[src/rtl/inst_queue.sv]
// Instruction queue between fetch and decode.
// Two-wide enqueue of predicted fetch groups, two-wide in-order dequeue.
module inst_queue #(
    parameter int DEPTH  = 8,
    parameter int META_W = 36
) (
    input  logic                  clk,
    input  logic                  rst,
    input  logic                  flush_i,
    input  logic [1:0]            enq_valid_i,
    input  logic [31:0]           enq_pc_i,
    input  logic [63:0]           enq_inst_i,
    input  logic [META_W-1:0]     enq_meta_i,
    output logic                  enq_ready_o,
    output logic [1:0]            deq_valid_o,
    output logic [63:0]           deq_pc_o,
    output logic [63:0]           deq_inst_o,
    output logic [2*META_W-1:0]   deq_meta_o,
    input  logic [1:0]            deq_ready_i,
    output logic [$clog2(DEPTH):0] count_o
);

    localparam int AW = $clog2(DEPTH);
    localparam int CW = AW + 1;

    typedef struct packed {
        logic [29:0]       pc;
        logic [31:0]       inst;
        logic [META_W-1:0] meta;
    } entry_t;

    entry_t        mem [DEPTH];
    logic [AW-1:0] head;
    logic [AW-1:0] tail;
    logic [CW-1:0] count;

    logic [AW-1:0] head_nx1;
    logic [AW-1:0] tail_nx1;
    logic          enq_go;
    logic [1:0]    n_enq;
    logic [1:0]    n_deq;
    logic [1:0]    deq_take;
    entry_t        slot0;
    entry_t        slot1;
    entry_t        wr0_data;
    logic          wr0_en;
    logic          wr1_en;
    entry_t        rd0;
    entry_t        rd1;

    // Low address bits are implied by slot position
    logic unused_pc_lsb;
    assign unused_pc_lsb = ^enq_pc_i[2:0];

    assign head_nx1 = head + 1'b1;
    assign tail_nx1 = tail + 1'b1;

    // Space check uses registered count only
    assign enq_ready_o = (count <= CW'(DEPTH - 2));

    assign enq_go = (|enq_valid_i) & enq_ready_o & ~flush_i;

    // Popcount of accepted slots, zero when the group is not taken
    always_comb begin
        n_enq = 2'd0;
        if (enq_go) begin
            n_enq = {1'b0, enq_valid_i[0]} + {1'b0, enq_valid_i[1]};
        end
    end

    // Thermometer valid from occupancy, killed during flush
    always_comb begin
        deq_valid_o = 2'b00;
        if (!flush_i) begin
            deq_valid_o[0] = (count >= CW'(1));
            deq_valid_o[1] = (count >= CW'(2));
        end
    end

    assign deq_take = deq_valid_o
                    & {deq_ready_i[1] & deq_ready_i[0], deq_ready_i[0]};
    assign n_deq    = {1'b0, deq_take[0]} + {1'b0, deq_take[1]};

    // Build the two candidate entries from the incoming group
    always_comb begin
        slot0      = '0;
        slot1      = '0;
        slot0.pc   = {enq_pc_i[31:3], 1'b0};
        slot0.inst = enq_inst_i[31:0];
        slot0.meta = enq_meta_i;
        slot1.pc   = {enq_pc_i[31:3], 1'b1};
        slot1.inst = enq_inst_i[63:32];
        slot1.meta = enq_meta_i;
    end

    // Compaction: the lowest valid slot always lands at tail
    always_comb begin
        wr0_en   = enq_go;
        wr1_en   = enq_go & (&enq_valid_i);
        wr0_data = enq_valid_i[0] ? slot0 : slot1;
    end

    // Storage writes; flush leaves contents untouched
    always_ff @(posedge clk or posedge rst) begin
        if (rst) begin
            for (int i = 0; i < DEPTH; i++) begin
                mem[i] <= '0;
            end
        end else begin
            if (wr0_en) begin
                mem[tail] <= wr0_data;
            end
            if (wr1_en) begin
                mem[tail_nx1] <= slot1;
            end
        end
    end

    // Pointer and occupancy update, flush has priority
    always_ff @(posedge clk or posedge rst) begin
        if (rst) begin
            head  <= '0;
            tail  <= '0;
            count <= '0;
        end else if (flush_i) begin
            head  <= '0;
            tail  <= '0;
            count <= '0;
        end else begin
            head  <= head + AW'(n_deq);
            tail  <= tail + AW'(n_enq);
            count <= count + CW'(n_enq) - CW'(n_deq);
        end
    end

    // Combinational read of the two oldest entries
    always_comb begin
        rd0 = mem[head];
        rd1 = mem[head_nx1];
    end

    assign deq_pc_o   = {rd1.pc, 2'b00, rd0.pc, 2'b00};
    assign deq_inst_o = {rd1.inst, rd0.inst};
    assign deq_meta_o = {rd1.meta, rd0.meta};
    assign count_o    = count;

endmodule

[config.mk]
export PLATFORM = sky130hd
export DESIGN_NAME = inst_queue
export DESIGN_NICKNAME = d
export VERILOG_FILES = /design/src/rtl/inst_queue.sv
export SDC_FILE = /design/constraint.sdc
export NUM_CORES = 2
export LEC_CHECK = 0
export ABC_AREA = 0
export BUFFER_PORTS_ARGS = -buffer_cell sky130_fd_sc_hd__buf_2
export CORE_MARGIN = 2
export CORE_UTILIZATION = 55
export DETAILED_ROUTE_END_ITERATION = 7
export PLACE_DENSITY = 0.77
export SYNTH_ARGS = -nofsm -noshare
export SYNTH_HDL_FRONTEND = slang
export SYNTH_SLANG_ARGS = --single-unit
export TNS_END_PERCENT = 30
[constraint.sdc]
create_clock -name clk -period 22.5 [get_ports clk]
set_input_delay 1.125 -clock clk [delete_from_list [all_inputs] [get_ports clk]]
set_output_delay 1.125 -clock clk [all_outputs]
set_load 0.01 [all_outputs]
Word level (Yosys, flattened, before mapping)
Index checks and enable logic that the tools add are counted.
{ "word_totals": {"regBits": 794, "input_bits": 139, "output_inout_bits": 207, "elab_cells": 78} }
{ "classes": {"addsub": 8, "magnitude_cmp": 9, "n_mux": 20, "bitwise": 10, "n_reduce_logical": 4} }
{ "ops": {"columns": ["operator", "n"], "rows": [
  ["bitwise mux 784 bit", 2],
  ["two-way mux 784 bit", 2],
  ["binary-select mux 98 bit (select 3 bit)", 2],
  ["demux 98 bit (select 3 bit)", 2],
  ["two-way mux 98 bit", 6],
  ["two-way mux 69 bit", 1],
  ["greater-or-equal comparator 4 bit, second input constant", 4],
  ["inverter 3 -> 4 bit", 4],
  ["< comparator 4 x 1 -> 1 bit, second input constant", 2],
  ["adder 3 x 1 -> 3 bit, second input constant", 2],
  ["adder 3 x 2 -> 3 bit", 2],
  ["two-way mux 3 bit", 2],
  ["adder 1 x 1 -> 2 bit", 2],
  ["adder 4 x 2 -> 4 bit", 1],
  ["bitwise AND 1 bit", 4],
  ["greater-or-equal comparator 4 x 1 -> 1 bit, second input constant", 1],
  ["greater-or-equal comparator 4 x 2 -> 1 bit, second input constant", 1],
  ["<= comparator 4 x 3 -> 1 bit, second input constant", 1],
  ["two-way mux 2 bit", 2],
  ["two-way mux 4 bit", 1],
  ["subtractor 4 x 2 -> 4 bit", 1],
  ["bitwise AND 2 bit", 1],
  ["logical AND 1 bit", 2],
  ["AND reduction 2 bit", 1],
  ["2 further kinds", 2]
]} }

Depth between registers and ports, before layout
{ "depth": {"depth_word": 9, "ltp_mapped": 16} }

Least setup slack after synthesis
No wires, ideal clock.
{ "synth_path": {"path_type": "input -> register", "start": "input port enq_valid_i[0]", "end": "register count[3], in the netlist count_o[3]", "setup_time_ns": 0.132, "arrival_ns": 4.315, "t_required_ns": 22.368, "path_slack_ns": 18.053, "cell_stages": 15, "n_path_buf": 3, "path_cell_list": "clkbuf_1 -> clkbuf_1 -> clkinv_1 -> ha_1 -> or2_0 -> clkbuf_1 -> nor3_4 -> nand2_1 -> fa_1 -> inv_1 -> ha_1 -> a21o_1 -> a21oi_1 -> xnor2_1 -> nor2_1"} }
{ "synth_between": {"elab_chain_len": 7} }
{ "synth_rtl": {"columns": ["item", "line", "rtl"], "rows": [
  ["start, declared", "10", "input logic [1:0] enq_valid_i,"],
  ["OR reduction 2 bit", "61", "assign enq_go = (|enq_valid_i) & enq_ready_o & ~flush_i;"],
  ["bitwise AND 1 bit (2 in a row)", "61", null],
  ["two-way mux 2 bit *", "66", "if (enq_go) begin"],
  ["adder 4 x 2 -> 4 bit *", "132", "count <= count + CW'(n_enq) - CW'(n_deq);"],
  ["subtractor 4 x 2 -> 4 bit *", "132", null],
  ["two-way mux 4 bit *", "125", "end else if (flush_i) begin"],
  ["end signal, assigned", "132", null],
  ["end, declared", "35", "logic [CW-1:0] count;"]
]} }
Every way passes the cells marked *; elsewhere a longest branch is shown, timed or not.

Final worst setup path
{ "layout_path": {"start": "register head[0]", "end": "output port deq_pc_o[38]"} }
{ "layout_between": {"elab_chain_len": 5} }
{ "layout_rtl": {"columns": ["item", "line", "rtl"], "rows": [
  ["start, declared", "33", "logic [AW-1:0] head;"],
  ["start signal, assigned", "130", "head <= head + AW'(n_deq);"],
  ["adder 3 x 1 -> 3 bit", "55", "assign head_nx1 = head + 1'b1;"],
  ["inverter 3 -> 4 bit (implied by the code)", "139", "rd1 = mem[head_nx1];"],
  ["binary-select mux 98 bit (select 3 bit)", "139", null],
  ["two-way mux 98 bit (implied by the code) (2 in a row)", "139", null],
  ["end, declared", "16", "output logic [63:0] deq_pc_o,"]
]} }
No other way between the ends. The select of a mux whose other input is x is not followed.

==> impl_results.md <==
* Clk buf depth at 3
* Reg clk slew, reported paths at 60 ps
* Multi-input logic area at around 24000 µm²
* Most common cell after layout, fill and taps aside: mux2_2
* First-pass GRT wire length at between 150000 and 200000 µm
* Via count at 27399
* Area grow syn2layout at 12.4%
* Port Buf Inserts at 338
* Maximum clock rate at approximately 160 MHz
* Die Y at 290 µm
* Max-capacitance violation count at 0
* Setup slack, reg-to-reg at 18830 ps
* Initial antenna violation count at 15
* Num Clock Sinks at 794
* Worst setup EP type: output port
* Fin. Hold Viols at 0
* Fin crit share at 0.275
* Min-delay src: mem[664]
* WL final at 119000 µm
* Hold crit path type: reg2reg
* PostCTS Resize Cnt at 0
* CTS Buf Count at 87
* Vias in the first global route at 30398
* Avg Inst Size Synth at about 16 µm²
* Top post-synthesis cells by area: dfrtp_1 44%, mux2_2 24%, mux4_2 20%, mux2_1 7.5%, buf_2 1.5%
* RSZ-0062 raised after global routing: false
* Synth cell types at 41
* Sequential area share after synthesis at 0.442
* Clock root buffer: clkbuf_16
* EDFF count, synth at 0
* VDD IR max at approximately 0.000095 V
* Hold Path Depth at 1
* Max Fanout on Critical Path at 109
* Hold worst-path end: mem[664]
* Initial core utilization at 0.557
* Final net count at 3223
* Share of cells above drive strength 1 at 0.610
* Placed cell count at between 4000 and 5000
* Reg2reg start: count_o[3]
* Slew @ Worst Pin at about 1200 ps
* First-pass iteration count of the detailed router at 5
* Detailed Place HPWL at 70000 µm
* Vias per std cell at 6.51
* Yosys warning count at 0
* Sequential cell area at between 15000 and 20000 µm²
* WL per Instance at 28.2 µm
* Non-filler cells, final at 4206
* CP required at 21380 ps
* Clock Skew at 20.2 ps
* DRC viols at 0
* Final ANT Viol Nets at 0
* Total power at just over 0.006 W
* Drt initial violations at 1812
* CTS tree: yes
* Synth Flop Type: dfrtp_1
* Largest net degree at the start of global routing at ~190
* Startpoint Class: flop
* PwrDens at about 120 nW/µm²
* H-tree lvl count at 3
* Post-Syn Area at about 45000 µm²
* Global Route Usage Sum at 0.287
* Fin Setup TNS at 0 ps
* WHS at 514 ps
* Asr flop ratio synth at 1.00
* Lkg Pwr at 21.9 nW
* CORE AREA at approximately 80000 µm²
* Slew Limit Fails at 0
* Most frequent cells in the layout: 960 x mux2_2, 791 x dfrtp_1, 392 x mux4_2, 338 x buf_2, 300 x mux2_1
* Period minus WS final at 6190 ps
* Hold_buf cts at 0
* Worst skew pair latency at between 600 and 700 ps
* Setup Buffers After CTS at 0
* Cells after Synth at 2812
* Status: finished, final reports clean
* Final setup viols at 0
* IO Count at 346
* Fill cells at 5796
* CP Class: reg2out
* Global route overflow at 0
* Slew HR at 0.212
* Reg2reg path depth at 7
* Worst reg2reg path endpoint: mem[356]
* Synth Register Bits at between 700 and 800
* Die W at approximately 290 µm
* Die area at ~84000 µm²
* Leading area contributor after synthesis: dfrtp_1
* Global placement routability congestion at 0.852
* Top cell type's share of synthesized area at 0.442
* Critical Path AT at 5060 ps
* Row count at 104
-- synthesized netlist by cell type, drive strengths merged, types with 7 or more instances --
library cell,instances
mux2,1260
dfrtp,794
mux4,392
buf,168
clkbuf,66
inv,16
ha,13
nor2,11
nor3,10
nor2b,9
nand2,8
nand3,7
-- layout make-up --
type                    count  area share
multi-input cells        1770       0.477
flip-flops and latches    794       0.394
clock buffers             131      0.0508
repair buffers            397      0.0433
well taps                1060      0.0263
clock inverters            27     0.00676
inverters                  17     0.00134
diodes                     10    0.000495
-- cell families after synthesis --
group           after synthesis  synth area share
flops                       794             0.442
other cells                   1         0.0000835
simple gates                 68            0.0101
compound gates               18           0.00276
mux                        1656             0.513
fa+ha+maj                    17           0.00540
buf+inv                     251            0.0250
xor+xnor                      7           0.00136
-- worst max-delay path: stages (launching register included) --
cell     delay [ps]
dfrtp_4         700
ha_4            900
buf_12          570
buf_4           830
mux4_2          600
mux2_2          300
buf_2           150
-- per-layer routing --
| layer | wire length [µm] | global-route usage | up-vias |
|---|---|---|---|
| met5 | 90 | 0 | - |
| met4 | 4210 | 0.103 | 16 |
| met3 | 6760 | 0.0566 | 274 |
| met2 | 60800 | 0.495 | 824 |
| met1 | 46900 | 0.361 | 14793 |
| li1 | - | - | 11492 |
-- worst max path at each step --
stage	start	to	slack [ps]
final	head[0]	deq_pc_o[38]	16310
after detailed placement	rst	mem[386]	16380
after CTS	head[0]	deq_pc_o[38]	16270
after global placement	rst	mem[288]	16690
after global routing	head[0]	deq_pc_o[34]	16090
after floorplan	rst	count_o[0]	10480
-- report_power, final --
group / switching, W / total (W) / internal (W)
clock network: 0.000590 / 0.00146 / 0.000867
logic: 0.00114 / 0.00258 / 0.00144
registers: 0.000323 / 0.00216 / 0.00184
total: 0.00205 / 0.00620 / 0.00415
-- flip-flops by register name, indices dropped and copies added (netlist names) --
signal   count
tail         3
head         3
mem        784
count_o      4
-- stage by stage --
| step | cell area, µm² | setup slack [ps] | util |
|---|---|---|---|
| after floorplan | 45000 | 10480 | - |
| after global placement | 47600 | 16690 | 0.590 |
| after detailed placement | 47600 | 16380 | 0.590 |
| after CTS | 50500 | 16270 | 0.626 |
| after global routing | 50500 | 16090 | 0.626 |
| final | 50500 | 16310 | 0.626 |
Note: power is estimated with default switching activity, not from simulation.
